### src/rtl/r_ptr_level.sv
// Read-side pointer and fill-level tracker for an async FIFO.
// Keeps the binary/Gray read pointer, empty/almost-empty flags and level.
module r_ptr_level #(
    parameter int ADDR_WIDTH = 4
) (
    input  logic                  r_clk,
    input  logic                  r_rst,
    input  logic                  r_en,
    input  logic [ADDR_WIDTH:0]   r_q2_wptr,
    input  logic [ADDR_WIDTH:0]   r_ae_thresh,
    input  logic                  r_uf_clr,
    output logic [ADDR_WIDTH:0]   r_ptr,
    output logic [ADDR_WIDTH-1:0] r_addr,
    output logic                  empty,
    output logic                  almost_empty,
    output logic [ADDR_WIDTH:0]   r_level,
    output logic                  underflow
);

    logic [ADDR_WIDTH:0] bin;
    logic [ADDR_WIDTH:0] bin_next;
    logic [ADDR_WIDTH:0] gray_next;
    logic [ADDR_WIDTH:0] wbin;
    logic [ADDR_WIDTH:0] level_next;
    logic                pop;

    assign pop    = r_en & ~empty;
    assign r_addr = bin[ADDR_WIDTH-1:0];

    // Next read pointer, its Gray form and the resulting fill level.
    always_comb begin
        bin_next   = bin + {{ADDR_WIDTH{1'b0}}, pop};
        gray_next  = bin_next ^ (bin_next >> 1);
        level_next = wbin - bin_next;
    end

    // Gray-to-binary of the synchronised write pointer, MSB downwards.
    always_comb begin
        wbin             = '0;
        wbin[ADDR_WIDTH] = r_q2_wptr[ADDR_WIDTH];
        for (int i = ADDR_WIDTH - 1; i >= 0; i--) begin
            wbin[i] = wbin[i+1] ^ r_q2_wptr[i];
        end
    end

    // Pointer, level and status flags, all registered together.
    always_ff @(posedge r_clk) begin
        if (r_rst) begin
            bin          <= '0;
            r_ptr        <= '0;
            r_level      <= '0;
            empty        <= 1'b1;
            almost_empty <= 1'b1;
        end else begin
            bin          <= bin_next;
            r_ptr        <= gray_next;
            r_level      <= level_next;
            empty        <= (gray_next == r_q2_wptr);
            almost_empty <= (level_next <= r_ae_thresh);
        end
    end

    // Sticky underflow: a read on empty wins over a same-cycle clear.
    always_ff @(posedge r_clk) begin
        if (r_rst) begin
            underflow <= 1'b0;
        end else if (r_en & empty) begin
            underflow <= 1'b1;
        end else if (r_uf_clr) begin
            underflow <= 1'b0;
        end
    end

endmodule
### config.mk
export PLATFORM = sky130hd
export DESIGN_NAME = r_ptr_level
export DESIGN_NICKNAME = d
export VERILOG_FILES = /design/src/rtl/r_ptr_level.sv
export SDC_FILE = /design/constraint.sdc
export NUM_CORES = 1
export LEC_CHECK = 0
export CAP_MARGIN = 40
export CORE_UTILIZATION = 40
export CTS_CLUSTER_SIZE = 24
export DETAILED_ROUTE_END_ITERATION = 10
export MAX_ROUTING_LAYER = met4
export PLACE_DENSITY = 0.7
export SKIP_CTS_REPAIR_TIMING = 1
export SLEW_MARGIN = 40
export SYNTH_ARGS = -nofsm -noshare
export SYNTH_HDL_FRONTEND = slang
export SYNTH_SLANG_ARGS = --single-unit
### constraint.sdc
create_clock -name r_clk -period 3.05 [get_ports r_clk]
set_input_delay 0.4575 -clock r_clk [delete_from_list [all_inputs] [get_ports r_clk]]
set_output_delay 0.4575 -clock r_clk [all_outputs]
set_load 0.05 [all_outputs]
==> impl_metrics.json, run 1 <==
{
  "synth_top_cell_by_area": "dfxtp_1",
  "layout_commonest_cell": "clkdlybuf4s50_1",
  "firstDrtPassIters": 4,
  "h-tree-depth": 1,
  "gr-usage-met3": 0.0238,
  "start_util": 0.429,
  "clkTransAtPathRegs_ns": 0.11,
  "place_ws_ns": -0.626,
  "min_path_type": "reg2reg",
  "antenna_found_initial": 0,
  "cts_sinks": 17,
  "areaGrowthSynthToFinish_pct": 61.6,
  "rows": 17,
  "instances_no_fill": 183,
  "total_power_mw": 0.720,
  "grtUsageMet1": 0.232,
  "p_per_area_mw_per_mm2": 461,
  "synth_top_area_frac": 0.352,
  "cts-buffers-inserted": 3,
  "drt-total-wl_mm": 2.21,
  "status": "complete, no violations",
  "whs_path_depth": 2,
  "synth-seq-cells": 17,
  "p_leak_nw": 0.707,
  "worstPathArrival_ns": 3.15,
  "crit_required_ns": 3.23,
  "finalSetupViolations": 0,
  "tightest_slew_ns": 0.606,
  "yosysWarnings": 0,
  "die_h_um": 51.2,
  "globalplace.congestion": 0.863,
  "period_share": 0.974,
  "fp.dieArea_mm2": 0.00262,
  "clk_latency_ns": 0.29,
  "period_needed_ns": 2.97,
  "skew_ns": 0.0132,
  "grt.busiest_layer": "met2",
  "finalMaxSlewViolations": 0,
  "grt_pass1_vias": 821,
  "core_mm2": 0.00225,
  "use_met2": 0.327,
  "cp_max_fo": 2,
  "placed_cells": 176,
  "drc": 0,
  "cts_tree": "yes",
  "layout_common_cells": "clkdlybuf4s50_1 (27), buf_4 (21), dfxtp_1 (16)",
  "layout.nets": 182,
  "fill_cells": 192,
  "critPathCaptureType": "flop",
  "layout_setup_ws_ns": 0.0785,
  "relSlewSlack": 0.595,
  "design_area_mm2": 0.00156,
  "root_buffer": "clkbuf_4",
  "ctsLongestPathBuffers": 2,
  "via_count": 833,
  "dp_hpwl_mm": 1.66,
  "worst-r2r-cell-count": 12,
  "max_freq_mhz": 337,
  "dpl_cell_area_mm2": 0.00144,
  "ir_drop_mv": 0.310,
  "antennaDiodeCount": 0,
  "vias_per_cell": 4.55,
  "ys_top_cells_by_area": "dfxtp_1 (35%), ha_1 (14%), xnor2_1 (9.1%)",
  "hold_viol_final": 0,
  "grt_pass1_wl_mm": 3.59,
  "max_cap_violations": 0,
  "fp.dieW_um": 51.2,
  "grt.overflow.total": 0,
  "wl_per_cell_um": 12.1,
  "synthCells": 101,
  "setup_tns_ns": 0,
  "ant_nets": 0,
  "synth_cell_type_count": 27,
  "worstSetupStartpointType": "input port",
  "seq_area_frac_synth": 0.352,
  "port_buffers": 30,
  "syn_area_um2": 967,
  "drive_gt1_frac": 0.258,
  "grt_max_degree": 18,
  "first_iter_violations": 7,
  "grtUsageTotal": 0.192,
  "syn_avg_cell_area_um2": 9.58,
  "io-pin-count": 31,
  "worstSetupPathType": "in2reg",
  "syn_nets": 127
}
## cell type report
class | instances | area [µm²] | area share
Clock buffer | 4 | 26.3 | 0.0168
Timing Repair Buffer | 51 | 458 | 0.293
Inverter | 10 | 37.5 | 0.0240
Tap cell | 28 | 35.0 | 0.0224
Multi-Input combinational cell | 73 | 664 | 0.425
Sequential cell | 17 | 342 | 0.219
## registers in the layout, summed over array words and instances, names as in the netlist
signal,count
empty,1
almost_empty,1
r_level,5
underflow,1
r_ptr,5
bin,4
## cell families after synthesis
kind of cell	after synthesis	synth area share
AND/OR/NAND/NOR	28	0.159
XOR/XNOR	20	0.189
flip-flops	17	0.352
AO/OA/AOI/OAI	12	0.0841
adder cells (fa/ha/maj)	12	0.163
buffers and inverters	11	0.0427
multiplexers	1	0.0103
## cells in the mapped netlist, drive strengths merged
cell type   n
fa          1
mux2i       1
dfxtp      17
o21ai       1
and3        2
nor4        1
a21oi       3
nand4       1
ha         11
nor2       10
a21boi      1
and4b       1
inv        10
xor2       10
a21o        2
nor2b       6
nor3b       1
a41o        1
nand3       1
xnor2      10
a31oi       1
nand2       3
o21a        3
nand2b      2
clkbuf      1
## report_power, final
part           leakage, nW  total (mW)  internal [mW]  switching (mW)
combinational        0.553       0.347          0.165           0.181
clock               0.0150       0.121         0.0507          0.0701
sequential           0.140       0.253          0.244         0.00943
## layer usage
layer  part of all wire  vias to the layer above
met3              0.030                        2
li1                   -                      435
met5                  0                        -
met1               0.43                      378
met4             0.0086                        0
met2               0.53                       18
## metrics by stage
step | hold WS, ns | util
final | 0.480 | 0.693
after global routing | 0.521 | 0.693
after CTS | 0.461 | 0.648
after detailed placement | 0.463 | 0.637
after global placement | 0.454 | 0.637
after floorplan | 0.527 | -
## path summary, 6_finish.rpt
kind / to / slack (ns) / from
worst max-delay path: almost_empty / 0.08 / r_q2_wptr[3]
worst min-delay path: underflow / 0.48 / empty
worst max register to register: almost_empty / 0.45 / empty
worst min register to register: underflow / 0.48 / empty
## worst max-delay path: stages
cell            delay [ns]
dlymetal6s2s_1        0.16
xor2_2                0.24
xnor2_2               0.15
xor2_1                0.26
xor2_1                0.20
ha_2                  0.21
fa_2                  0.20
inv_1                 0.04
a21o_1                0.18
a21oi_2               0.20
xnor2_2               0.10
ha_1                  0.32
and3_1                0.17
a31oi_1               0.18
o21ai_1               0.10
Power figures use the tool's default switching activity.
==> run 2: changes to the inputs <==
--- a/config.mk
+++ b/config.mk
@@ -6,6 +6,7 @@
 export NUM_CORES = 1
 export LEC_CHECK = 0
 export CAP_MARGIN = 40
+export CORE_MARGIN = 2
 export CORE_UTILIZATION = 40
 export CTS_CLUSTER_SIZE = 24
 export DETAILED_ROUTE_END_ITERATION = 10
==> run 2 against run 1 <==
Compared with the run above:
- wire length shrank 1.1%
- die area up 8.0%
- power is 0.10% higher
- first-iteration DRC count down 14%
- flip-flop and latch count unchanged
==> impl_metrics.json, run 2 (same netlist as run 1, synthesis figures left out) <==
{
  "status": "complete, no violations",
  "period_needed_ns": 3.00,
  "worst-r2r-cell-count": 11,
  "antenna_found_initial": 0,
  "design_area_mm2": 0.00156,
  "firstDrtPassIters": 4,
  "layout_common_cells": "clkdlybuf4s50_1 (27), buf_4 (21), dfxtp_1 (16)",
  "h-tree-depth": 1,
  "areaGrowthSynthToFinish_pct": 60.8,
  "core_mm2": 0.00225,
  "grt.overflow.total": 0,
  "hold_viol_final": 0,
  "total_power_mw": 0.721,
  "reg_top3": "r_level x5, r_ptr x5, bin x4",
  "crit_chain": "clkdlybuf4s50_1, nor2b_4, ha_2, ha_2, fa_2, inv_1, ha_1, nor2b_1, o21a_1, o21a_1, o21a_1, o21ai_2",
  "max_cap_violations": 0,
  "critical-path-max-stage-delay_ns": 0.54,
  "ctsLongestPathBuffers": 2,
  "cts_tree": "yes",
  "layout_setup_ws_ns": 0.0550,
  "place_ws_ns": -0.629,
  "drc": 0,
  "fp.dieW_um": 53.2,
  "p_per_area_mw_per_mm2": 464,
  "cts_sinks": 17,
  "critPathSlowestCell": "fa_2",
  "grt_max_degree": 18,
  "fin_util": 0.690,
  "cp_max_fo": 2,
  "worstSetupStartpoint": "r_en",
  "start_util": 0.429,
  "period_share": 0.982,
  "cp_num_buf_inv": 2,
  "rows": 17,
  "ant_nets": 0,
  "dp_hpwl_mm": 1.65,
  "finalSetupViolations": 0,
  "drt-total-wl_mm": 2.18,
  "worst-path-stages": 12,
  "ir_drop_mv": 0.328,
  "wl_per_cell_um": 11.9,
  "critPathCaptureType": "flop",
  "globalplace.congestion": 0.828,
  "vias_per_cell": 4.57,
  "min_path_type": "reg2reg",
  "max_freq_mhz": 334,
  "worstSetupPathType": "in2reg",
  "clkTransAtPathRegs_ns": 0.10,
  "layout_commonest_cell": "clkdlybuf4s50_1",
  "skew_ns": 0.00125,
  "dpl_cell_area_mm2": 0.00144,
  "crit_required_ns": 3.27,
  "p_leak_nw": 0.711,
  "r2r_start": "empty",
  "antennaDiodeCount": 0,
  "clk_latency_ns": 0.28,
  "worstPathArrival_ns": 3.22,
  "port_buffers": 30,
  "worstSetupStartpointType": "input port",
  "fill_cells": 185,
  "relSlewSlack": 0.553,
  "finalMaxSlewViolations": 0,
  "grt_pass1_vias": 860,
  "grtUsageTotal": 0.185,
  "endpoint": "almost_empty",
  "drive_gt1_frac": 0.252,
  "die_h_um": 53.2,
  "rr_endpoint": "almost_empty",
  "via_count": 837,
  "fp.dieArea_mm2": 0.00283,
  "first_iter_violations": 6,
  "root_buffer": "clkbuf_4",
  "tightest_slew_ns": 0.668,
  "layout.nets": 182,
  "cts-buffers-inserted": 3,
  "cpMostUsedCell": "o21a_1",
  "critPathTopFamily": "adder cells",
  "rrSetupSlack_ns": 0.41,
  "grt_pass1_wl_mm": 3.62,
  "io-pin-count": 31
}
## run 2: cell types whose count changed in the layout (fill, tap and decap cells not counted), sizes merged
cell / before / now
clkbuf: 5 / 4
dlymetal6s2s: 2 / 3
## run 2: area by class of cell
type	instances	area, µm²	area share
Tap cell	28	35.0	0.0225
Timing Repair Buffer	51	465	0.299
Clock buffer	4	26.3	0.0169
Multi-Input combinational cell	73	649	0.418
Sequential cell	17	342	0.220
Inverter	10	37.5	0.0241
## run 2: worst reg2reg max path, cell delays in order, from the launching register on
cell and delay, ns:
dfxtp_2 0.35, nor2b_4 0.15, ha_2 0.30, ha_2 0.19, fa_2 0.54, inv_1 0.05
ha_1 0.28, nor2b_1 0.13, o21a_1 0.16, o21a_1 0.16, o21a_1 0.17, o21ai_2 0.12
## run 2: worst min path at each step
stage          slack [ns]      start  cells past startpoint         to
5_1_grt              0.50  underflow                      2  underflow
3_5_place_dp         0.47      empty                      2  underflow
3_3_place_gp         0.46  underflow                      2  underflow
2_1_floorplan        0.53      r_rst                      1  underflow
4_1_cts              0.49      empty                      2  underflow
6_report             0.49  underflow                      2  underflow
## run 2: per-layer routing
metal	wire length, µm	vias up	GRT usage
li1	-	435	-
met1	1010	379	0.232
met2	1070	21	0.298
met3	90	2	0.0282
met4	19	0	0.0769
met5	0	-	-
## run 2: metrics by stage
| stage | setup TNS, ns | hold WS [ns] | std cells |
|---|---|---|---|
| 2_1_floorplan | 0 | 0.527 | 101 |
| 3_3_place_gp | -0.486 | 0.456 | 176 |
| 3_5_place_dp | -0.629 | 0.475 | 176 |
| 4_1_cts | -0.381 | 0.488 | 180 |
| 5_1_grt | -0.00993 | 0.504 | 183 |
| 6_report | 0 | 0.489 | 183 |
## run 2: report_power, final
group          total [mW]  internal [mW]  switching [mW]
clock               0.119         0.0507          0.0684
sequential          0.253          0.244         0.00882
combinational       0.350          0.166           0.183
total               0.721          0.461           0.260
